`config.mk`:
```
export PLATFORM = sky130hd
export DESIGN_NAME = add_accumulator
export DESIGN_NICKNAME = d
export VERILOG_FILES = /design/src/rtl/add_accumulator.sv
export SDC_FILE = /design/constraint.sdc
export NUM_CORES = 1
export LEC_CHECK = 0
export BUFFER_PORTS_ARGS = -buffer_cell sky130_fd_sc_hd__clkbuf_2
export CAP_MARGIN = 40
export CORE_MARGIN = 8
export CORE_UTILIZATION = 55
export CTS_CLUSTER_DIAMETER = 80
export DETAILED_ROUTE_END_ITERATION = 10
export PLACE_DENSITY = 0.89
export SETUP_SLACK_MARGIN = 0.15
export SYNTH_ARGS = -nofsm -noshare
export SYNTH_HDL_FRONTEND = slang
export SYNTH_SLANG_ARGS = --single-unit
```
`constraint.sdc`:
```
create_clock -name clk -period 3.3 [get_ports clk]
set_input_delay 0.165 -clock clk [delete_from_list [all_inputs] [get_ports clk]]
set_output_delay 0.165 -clock clk [all_outputs]
set_load 0.03 [all_outputs]
```
`src/rtl/add_accumulator.sv`:
```
// Batch accumulator for 5-bit {Cout,S} results of a 4-bit ripple adder.
// Define ACC_SATURATE_EN to clamp on overflow instead of wrapping.
module add_accumulator #(
  parameter int ACC_W = 8
) (
  input  logic             clk,
  input  logic             rst,
  input  logic             start,
  input  logic [3:0]       len,
  input  logic             in_valid,
  input  logic [3:0]       S,
  input  logic             Cout,
  output logic             in_ready,
  output logic [ACC_W-1:0] acc,
  output logic             ovf,
  output logic             busy,
  output logic             done
);

  typedef enum logic [1:0] {
    IDLE,
    ACCUM,
    DONE
  } state_t;

  state_t           r_state;
  logic [ACC_W-1:0] r_acc;
  logic             r_ovf;
  logic [4:0]       r_cnt;
  logic             r_in_ready;
  logic             r_busy;
  logic             r_done;

  logic [4:0]       w_sample;
  logic [ACC_W:0]   w_sum;
  logic             w_of;
  logic [ACC_W-1:0] w_next;

  assign w_sample = {Cout, S};
  assign w_sum    = {1'b0, r_acc} + (ACC_W+1)'(w_sample);
  assign w_of     = w_sum[ACC_W];

`ifdef ACC_SATURATE_EN
  // once clamped, the total stays pinned for the rest of the batch
  assign w_next = (w_of || r_ovf) ? '1 : w_sum[ACC_W-1:0];
`else
  assign w_next = w_sum[ACC_W-1:0];
`endif

  always_ff @(posedge clk) begin
    if (rst) begin
      r_state    <= IDLE;
      r_acc      <= '0;
      r_ovf      <= 1'b0;
      r_cnt      <= '0;
      r_in_ready <= 1'b0;
      r_busy     <= 1'b0;
      r_done     <= 1'b0;
    end else begin
      case (r_state)
        IDLE: begin
          if (start) begin
            r_state    <= ACCUM;
            r_acc      <= '0;
            r_ovf      <= 1'b0;
            r_cnt      <= (len == 4'd0) ? 5'd16
                                        : {1'b0, len};
            r_in_ready <= 1'b1;
            r_busy     <= 1'b1;
          end
        end
        ACCUM: begin
          if (in_valid) begin
            r_acc <= w_next;
            r_ovf <= r_ovf | w_of;
            r_cnt <= r_cnt - 5'd1;
            if (r_cnt == 5'd1) begin
              r_state    <= DONE;
              r_in_ready <= 1'b0;
              r_done     <= 1'b1;
            end
          end
        end
        DONE: begin
          r_state <= IDLE;
          r_done  <= 1'b0;
          r_busy  <= 1'b0;
        end
        default: begin
          r_state    <= IDLE;
          r_in_ready <= 1'b0;
          r_busy     <= 1'b0;
          r_done     <= 1'b0;
        end
      endcase
    end
  end

  assign in_ready = r_in_ready;
  assign acc      = r_acc;
  assign ovf      = r_ovf;
  assign busy     = r_busy;
  assign done     = r_done;

endmodule
```
After elaboration in Yosys (flattened, before gate mapping)
Cells that the tools add are included.
{ "word_totals": {"ff_bits": 19, "input_bits": 13, "output_inout_bits": 12, "wordCells": 49} }
{ "classes": {"addsub": 2, "eq_ne": 6, "muxes": 22, "bitwise": 4, "reduce_logical": 8} }
{ "ops": {"columns": ["op", "count"], "rows": [
  ["$mux 8", 2],
  ["$pmux 8 s2", 1],
  ["$mux 5", 3],
  ["$pmux 5 s2", 1],
  ["$add 8x5->9", 1],
  ["$reduce_and 3->1", 3],
  ["$mux 1", 7],
  ["$mux 2", 3],
  ["$ne 2x2->1 const B", 3],
  ["$pmux 1 s2", 3],
  ["$eq 5x1->1 const B", 1],
  ["$sub 5x1->5 const B", 1],
  ["$logic_not 4->1", 1],
  ["$pmux 2 s2", 1],
  ["$reduce_and 4->1", 1],
  ["$not 1->1", 3],
  ["$pmux 1 s3", 1],
  ["$eq 2x1->1 const B", 1],
  ["$eq 2x2->1 const B", 1],
  ["$logic_not 2->1", 1],
  ["$reduce_and 2->1", 1],
  ["$reduce_bool 2->1", 1],
  ["$or 1x1->1", 1]
]} }

Depth between registers and ports, before layout
Gate-level depths: netlist of run 1.
{ "logic_depth": {"word_depth": 4, "mapped_depth": 6, "ltp_nobuf": 6} }

Worst setup path after synthesis of run 1
No wires, ideal clock.
{ "synth_path": {"path_type": "reg-to-reg", "start": "reg r_acc[0] (netlist: acc[0])", "end": "reg r_acc[4] (netlist: acc[4])", "setup_ns": 0.117, "t_arrival_ns": 1.631, "required_ns": 3.183, "setup_slack_ns": 1.553, "stages_incl_launch_ff": 7, "n_path_buf": 0, "synth_period_minus_slack_ns": 1.747, "path_cell_list": "dfxtp_1 ha_1 fa_1 a21o_1 a21oi_1 xnor2_1 a22o_1"} }
{ "synth_between": {"elab_chain_cells": 3} }
{ "synth_rtl": {"columns": ["element", "line_no", "rtl"], "rows": [
  ["start: declaration", "27", "logic [ACC_W-1:0] r_acc;"],
  ["start signal: assignment", "74", "r_acc <= w_next;"],
  ["$add 8x5->9", "40", "assign w_sum = {1'b0, r_acc} + (ACC_W+1)'(w_sample);"],
  ["$mux 8", "73", "if (in_valid) begin"],
  ["$pmux 8 s2", "60", "case (r_state)"]
]} }
No other way between the ends. The select of a mux whose other input is x is not followed.
A chain may end at the register's enable or synchronous reset.

Final worst setup path of run 1
{ "layout_path": {"start": "reg r_acc[0] (netlist: acc[0])", "end": "reg r_acc[6] (netlist: acc[6])"} }
The elaborated chain is that of the path after synthesis.

==> results.py, run 1 <==
metrics = {
    "setup_path": {
        "slowest_stage": "fa_1",
        "cp_max_fo": 3,
        "cp_slowest_stage_delay_ns": 0.43,
        "critPathLaunchType": "flip-flop",
        "critPathKind": "flip-flop to flip-flop",
        "cpLargestDelayFamily": "adder cells",
        "crit_required_ns": 3.54,
        "crit_chain": "ha_1 > fa_1 > a211oi_1 > o21bai_1 > nand3_1 > mux2i_1",
        "end_kind": "flip-flop",
        "crit_buf_inv": 0,
        "rrSetupSlack_ns": 1.59,
        "arrival_ns": 1.95,
    },
    "floorplan": {
        "die-height_um": 60,
        "io_pins": 25,
        "rows": 16,
        "start_util_pct": 56.0,
        "die_x_um": 60,
        "die-area_um2": 3600,
        "coreArea_um2": 1900,
    },
    "drt": {
        "ant_nets": 0,
        "drc": 0,
        "vias": 966,
        "first_iter_violations": 10,
        "routedWlPerCell_um": 14.2,
        "vias_per_cell": 5.62,
        "drt-total-wl_um": 2440,
        "first_pass_iters": 4,
    },
    "grt": {
        "grt_pass1_vias": 1018,
        "grt_pass1_wl_um": 4110,
        "grt_max_degree": 21,
        "track_usage_pct": 14.7,
        "antenna_found_initial": 0,
        "gr-total-overflow": 0,
    },
    "power_and_ir_drop": {
        "vdd_drop_max_mv": 0.246,
        "p_leak_nw": 0.539,
        "power_density_nw_per_um2": 397,
    },
    "synthesis": {
        "syn_inst": 122,
        "ys_async_sr_fraction_pct": 0,
        "synth_edf_count": 0,
        "synth_area_per_cell_um2": 8.73,
        "synth-seq-cells": 19,
        "yosysSeqAreaShare_pct": 35.7,
        "netlist_area_um2": 1060,
        "synthFlopType": "dfxtp_1",
        "ys_warn_count": 0,
        "syn-num-nets": 143,
        "yosysUniqueCellTypes": 40,
    },
    "clocking": {
        "cts_tree": "yes",
        "postCtsSetupBuffers": 0,
        "clk_transition_reported_paths_ns": 0.12,
        "ctsResizeCount": 0,
        "cts_buffer_depth": 2,
        "cts-root-buf": "clkbuf_4",
        "clk_latency_ns": 0.31,
        "cts_buffers": 3,
        "cts_sinks": 19,
        "h-tree-depth": 1,
        "hold_buffers": 0,
    },
    "final_layout": {
        "diodes": 0,
        "final_common_cell": "clkbuf_2",
        "drive_gt1_share_pct": 20.7,
        "areaGrowthSynthToFinish_pct": 14.3,
        "final_util_pct": 64.0,
        "nets": 167,
        "stdcell_count": 172,
        "final_cell_mix": "clkbuf_2 (24), dfxtp_1 (19), a21oi_1 (13)",
    },
    "job": {
        "cap_viol_max_count": 0,
    },
    "timing": {
        "rsz0062_at_grt": "false",
        "finClkSkew_ns": 0.00458,
        "slew_violations": 0,
        "worst_pin_slew_ns": 0.472,
        "finalSetupViolations": 0,
        "max_freq_mhz": 585,
        "tns_ns": 0,
        "hold_violations": 0,
        "maxSlewHeadroom_pct": 68.5,
        "finalCritPeriodShare_pct": 51.8,
        "min_period_ns": 1.71,
    },
    "placement": {
        "dp_cells": 168,
        "place_congestion": 0.824,
        "hpwl_um": 1840,
        "io_buffer_count": 24,
    },
    "worst_hold_path": {
        "min_path_type": "input pin to flip-flop",
    },
    "outcome": {
        "status": "complete, no violations",
    },
}
[metrics by stage]
| step | hold slack, ns | total power (W) | setup slack, ns | area [um2] |
|---|---|---|---|---|
| 4_1_cts | 0.173 | 0.000487 | 1.59 | 1220 |
| 6_report | 0.184 | 0.000484 | 1.59 | 1220 |
| 3_3_place_gp | 0.448 | 0.000359 | 1.68 | 1190 |
| 5_1_grt | 0.210 | 0.000506 | 1.47 | 1220 |
| 3_5_place_dp | 0.446 | 0.000365 | 1.61 | 1190 |
| 2_1_floorplan | 0.341 | 0.000336 | 1.55 | 1060 |
[worst register-to-register path: stages, from the launching register on]
cell	delay, ns
dfxtp_1	0.34
ha_1	0.21
fa_1	0.43
a211oi_1	0.23
o21bai_1	0.13
nand3_1	0.12
mux2i_1	0.18
[state kept, by name, indices dropped and copies added (netlist names)]
name	flops
done	1
busy	1
ovf	1
r_cnt	5
acc	8
r_state	2
in_ready	1
[layer usage]
layer  wire length [um]  global-route usage, %  up-vias
met3                117                   4.52        6
met4                 38                   8.84        0
li1                   -                      -      492
met2               1250                   26.0       33
met1               1040                   14.6      435
met5                  0                      0        -
[final timing paths]
path,end,start,cells past startpoint
hold reg to reg,done,done,2
setup / recovery,acc[6],acc[0],6
setup reg to reg,acc[6],acc[0],6
hold / removal,r_cnt[0],len[0],3
[power by group]
group | switching, W | total, W | internal (W)
sequential | 0.0000135 | 0.000255 | 0.000242
combinational | 0.0000621 | 0.000104 | 0.0000422
clock | 0.0000787 | 0.000124 | 0.0000453
[cells in the mapped netlist, types with 2 or more instances]
cell	count	share of area [%]
dfxtp_1	19	36
a21oi_1	13	6.1
nand2_1	9	3.2
ha_1	7	8.2
nor2_1	7	2.5
nor3_1	6	2.8
o21ai_0	6	2.8
inv_1	5	1.8
mux2i_1	4	3.8
a211oi_1	3	2.1
a21o_1	3	2.1
nand3_1	3	1.4
or3_1	3	1.8
a22o_1	2	1.6
a32oi_1	2	1.6
clkbuf_1	2	0.71
nand2b_1	2	1.2
nor2b_1	2	1.2
xnor2_1	2	1.6
xor2_1	2	1.6
[cells by family (layout without fill, tap and decap cells)]
kind of cell	count (synthesis)	in the layout	synth area share (%)
mux	4	4	3.76
simple gates	41	41	21.4
xor+xnor	4	4	3.29
buf+inv	10	33	4.46
flops	19	19	35.7
compound gates	36	36	21.3
fa+ha+maj	8	8	10.1
[area by class of cell]
type | count | area, um2
inverter | 5 | 18.8
sequential | 19 | 380
timing repair buffer | 24 | 120
multi-input combinational | 93 | 637
clock buffer | 3 | 22.5
clock inverter | 1 | 5.00
fill | 165 | 684
tap | 27 | 33.8
Note: power is estimated with default switching activity, not from simulation.
==> run 2, diff against run 1 <==
CORE_UTILIZATION = 47   (was 55)
PLACE_DENSITY = 0.82   (was 0.89)
clock period = 1.5 ns   (was 3.3 ns; I/O delays follow)
==> results.py, run 2 (synthesis gave the netlist of run 1 again) <==
metrics = {
    "power_and_ir_drop": {
        "pwr-share-comb_pct": 26.1,
        "power.switching_w": 0.000343,
        "sw_frac_of_total_pct": 31.0,
        "p_int_w": 0.000763,
        "power_frac_seq_pct": 50.7,
        "p_leak_nw": 0.592,
        "vdd_drop_max_mv": 0.418,
        "power_density_nw_per_um2": 791,
        "pwr-share-clk_pct": 23.2,
        "finalPower_w": 0.00111,
    },
    "setup_path": {
        "critPathLaunchType": "flip-flop",
        "cpLargestDelayFamily": "adder cells",
        "cp_max_fo": 3,
        "critPathKind": "flip-flop to flip-flop",
        "end_kind": "flip-flop",
        "cp_slowest_stage_delay_ns": 0.37,
        "slowest_stage": "dfxtp_4",
        "arrival_ns": 1.75,
        "crit_chain": "ha_4 > fa_2 > a21o_1 > a21oi_2 > xnor2_1 > a22o_1",
        "crit_buf_inv": 0,
        "crit_required_ns": 1.70,
    },
    "drt": {
        "vias": 1029,
        "drc": 0,
        "ant_nets": 0,
        "routedWlPerCell_um": 14.9,
        "first_iter_violations": 32,
        "first_pass_iters": 5,
        "vias_per_cell": 5.62,
        "drt-total-wl_um": 2730,
    },
    "floorplan": {
        "rows": 17,
        "start_util_pct": 49.1,
        "coreArea_um2": 2170,
        "die-area_um2": 4040,
        "io_pins": 25,
        "die-height_um": 63.6,
        "die_x_um": 63.6,
    },
    "placement": {
        "hpwl_um": 2010,
        "place_congestion": 0.897,
        "dp_cells": 174,
        "placed_cell_area_um2": 1280,
        "io_buffer_count": 24,
    },
    "final_layout": {
        "nets": 177,
        "diodes": 0,
        "largest_register_ffs": 8,
        "finalInstanceArea_um2": 1400,
        "final_common_cell": "clkbuf_2",
        "drive_gt1_share_pct": 40.0,
        "stdcell_count": 183,
        "final_util_pct": 64.4,
        "areaGrowthSynthToFinish_pct": 31.3,
        "final_cell_mix": "clkbuf_2 (24), dfxtp_1 (12), a21oi_1 (10)",
    },
    "timing": {
        "finClkSkew_ns": 0.00922,
        "setup_ws_ns": -0.0467,
        "max_freq_mhz": 647,
        "hold_violations": 0,
        "rsz0062_at_grt": "true",
        "slew_violations": 0,
        "tns_ns": -0.0842,
        "finalSetupViolations": 3,
        "min_period_ns": 1.55,
        "finalCritPeriodShare_pct": 103,
        "worst_pin_slew_ns": 0.389,
        "maxSlewHeadroom_pct": 74.1,
    },
    "clocking": {
        "cts_sinks": 19,
        "cts-root-buf": "clkbuf_4",
        "cts_buffers": 3,
        "cts_buffer_depth": 2,
        "h-tree-depth": 1,
        "cts_tree": "yes",
        "clk_transition_reported_paths_ns": 0.11,
        "clk_latency_ns": 0.29,
        "hold_buffers": 0,
    },
    "grt": {
        "gr-total-overflow": 0,
        "grt_pass1_wl_um": 4470,
        "grt_pass1_vias": 1019,
        "grt_max_degree": 21,
        "antenna_found_initial": 0,
        "track_usage_pct": 13.0,
    },
    "outcome": {
        "failed_checks": "negative setup slack",
        "status": "complete, but fails checks",
    },
    "worst_hold_path": {
        "min_path_type": "input pin to flip-flop",
    },
    "job": {
        "cap_viol_max_count": 0,
    },
}
[run 2: area by class of cell]
type	count	area (um2)
Sequential cell	19	394
Fill cell	199	772
Tap cell	28	35.0
Inverter	5	18.8
Timing Repair Buffer	34	199
Multi-Input combinational cell	93	724
Clock buffer	4	26.3
[run 2: worst min-delay path: stages]
cell and delay (ns):
clkbuf_2 0.12, o21ai_0 0.16, nor3_1 0.05
[run 2: path summary, 6_finish.rpt]
kind / start / slack (ns) / cells past startpoint / end
worst max-delay path: acc[0] / -0.05 / 6 / acc[4]
worst min-delay path: start / 0.14 / 3 / r_state[0]
worst max register to register: acc[0] / -0.05 / 6 / acc[4]
worst min register to register: done / 0.47 / 2 / done
[run 2: power by group through the flow]
stage | Combinational, W | Sequential [W] | Clock, W
floorplan | 0.000161 | 0.000587 | 0
global placement | 0.000249 | 0.000566 | 0
detailed placement | 0.000259 | 0.000569 | 0
CTS | 0.000276 | 0.000559 | 0.000266
global route | 0.000318 | 0.000563 | 0.000282
finish | 0.000289 | 0.000560 | 0.000256
[run 2: metal layers]
metal | GRT usage (%) | part of all wire, % | vias up
met5 | 0 | 0 | -
met4 | 3.90 | 1.1 | 0
met3 | 3.18 | 4.2 | 4
met2 | 23.2 | 51 | 27
met1 | 14.8 | 44 | 487
li1 | - | - | 511
[run 2: timing repair]
action                                  in CTS  in global routing
pin swaps                                   11                  9
endpoints found under the setup margin      11                 12
gates cloned                                 0                  0
resized for setup                            8                  7
setup buffers                                3                  2
[run 2: through the flow]
stage                     hold WS, ns  worst slack, ns
after floorplan                 0.249          -0.0604
after global placement          0.416          -0.0184
after detailed placement        0.426          -0.0505
after CTS                       0.101          -0.0589
after global routing            0.157          -0.0993
final                           0.143          -0.0467
==> run 3, diff against run 2 <==
REMOVE_ABC_BUFFERS = 1   (was unset)
==> results.py, run 3 (synthesis gave the netlist of run 1 again) <==
metrics = {
    "outcome": {
        "status": "complete, but fails checks",
        "failed_checks": "negative setup slack",
    },
    "timing": {
        "setup_ws_ns": -0.135,
        "finalSetupViolations": 4,
        "tns_ns": -0.329,
        "hold_violations": 0,
        "slew_violations": 0,
        "maxSlewHeadroom_pct": 70.7,
        "max_freq_mhz": 611,
        "finalCritPeriodShare_pct": 109,
        "rsz0062_at_grt": "true",
        "worst_pin_slew_ns": 0.439,
        "min_period_ns": 1.64,
        "finClkSkew_ns": 0.00422,
    },
    "final_layout": {
        "largest_register_ffs": 8,
        "areaGrowthSynthToFinish_pct": 33.0,
        "ff_latch_area_um2": 389,
        "final_cell_mix": "clkbuf_2 (24), dfxtp_1 (14), buf_4 (11)",
        "drive_gt1_share_pct": 38.6,
        "fill_cells": 180,
        "stdcell_count": 186,
        "final_common_cell": "clkbuf_2",
        "final_util_pct": 65.3,
        "nets": 180,
        "diodes": 0,
        "multiInputGateArea_um2": 733,
    },
    "drt": {
        "drt-total-wl_um": 3170,
        "vias_per_cell": 5.87,
        "ant_nets": 0,
        "routedWlPerCell_um": 17.1,
        "drc": 0,
        "vias": 1091,
        "first_pass_iters": 6,
        "first_iter_violations": 61,
    },
    "clocking": {
        "cts_buffers": 3,
        "clk_transition_reported_paths_ns": 0.11,
        "hold_buffers": 0,
        "cts-root-buf": "clkbuf_4",
        "cts_sinks": 19,
        "cts_buffer_depth": 2,
        "h-tree-depth": 1,
        "cts_tree": "yes",
        "clk_latency_ns": 0.30,
    },
    "grt": {
        "gr-total-overflow": 0,
        "antenna_found_initial": 0,
        "grt_pass1_vias": 1077,
        "grt_pass1_wl_um": 5000,
        "track_usage_pct": 14.8,
        "grt_max_degree": 21,
    },
    "setup_path": {
        "crit_chain": "ha_4 > fa_2 > a21o_1 > a21oi_2 > xnor2_1 > a22o_1",
        "slowest_stage": "fa_2",
        "cp_max_fo": 3,
        "crit_required_ns": 1.71,
        "end_kind": "flip-flop",
        "critPathLaunchType": "flip-flop",
        "critPathKind": "flip-flop to flip-flop",
        "cp_slowest_stage_delay_ns": 0.38,
        "arrival_ns": 1.84,
    },
    "power_and_ir_drop": {
        "p_leak_nw": 0.610,
        "finalPower_w": 0.00115,
        "vdd_drop_max_mv": 0.557,
        "power_density_nw_per_um2": 810,
    },
    "floorplan": {
        "rows": 17,
        "die-height_um": 63.6,
        "coreArea_um2": 2170,
        "start_util_pct": 49.1,
        "die_x_um": 63.6,
        "io_pins": 25,
        "die-area_um2": 4040,
    },
    "placement": {
        "dp_cells": 176,
        "io_buffer_count": 24,
        "place_congestion": 0.790,
        "preCtsSetupSlack_ns": -0.201,
        "hpwl_um": 1900,
    },
    "worst_hold_path": {
        "min_path_type": "input pin to flip-flop",
    },
    "job": {
        "cap_viol_max_count": 0,
    },
}
-- run 3: final cells by class --
class | instances | area share [%]
clock buffer | 4 | 1.86
tap | 28 | 2.47
timing repair buffer | 36 | 15.1
multi-input combinational | 94 | 51.8
inverter | 5 | 1.33
sequential | 19 | 27.5
-- run 3: power breakdown --
part | internal, W | switching, W
sequential | 0.000533 | 0.0000310
combinational | 0.000137 | 0.000173
clock | 0.000104 | 0.000170
total | 0.000774 | 0.000374
-- run 3: final timing paths --
kind,startpoint,endpoint,slack (ns),depth (start not counted)
worst max-delay path,acc[0],acc[4],-0.14,6
worst min-delay path,len[0],r_cnt[0],0.12,3
worst max register to register,acc[0],acc[4],-0.14,6
worst min register to register,done,done,0.47,2
-- run 3: metrics by stage --
step / instance area [um2] / hold slack (ns)
3_5_place_dp: 1240 / 0.427
6_report: 1420 / 0.117
2_1_floorplan: 1040 / 0.144
3_3_place_gp: 1240 / 0.415
4_1_cts: 1370 / 0.0968
5_1_grt: 1420 / 0.132
-- run 3: per-layer routing --
layer	vias up	part of all wire [%]	track usage, %
li1	520	-	-
met1	521	41	16.9
met2	37	51	24.7
met3	13	4.9	4.95
met4	0	3.2	6.13
met5	-	0	0
-- run 3: worst max-delay path: cells and delay by family, from the launching register on --
family          cells  cell delay, ns
compound gates      3            0.55
xor+xnor            1            0.09
fa+ha+maj           2            0.54
flops               1            0.36
-- run 3: timing repair --
action                     in CTS  in global routing
pin swaps                      14                 13
setup endpoints to repair      13                 11
cloned                          1                  0
setup buffers                   3                  2
gates resized for setup        16                 10
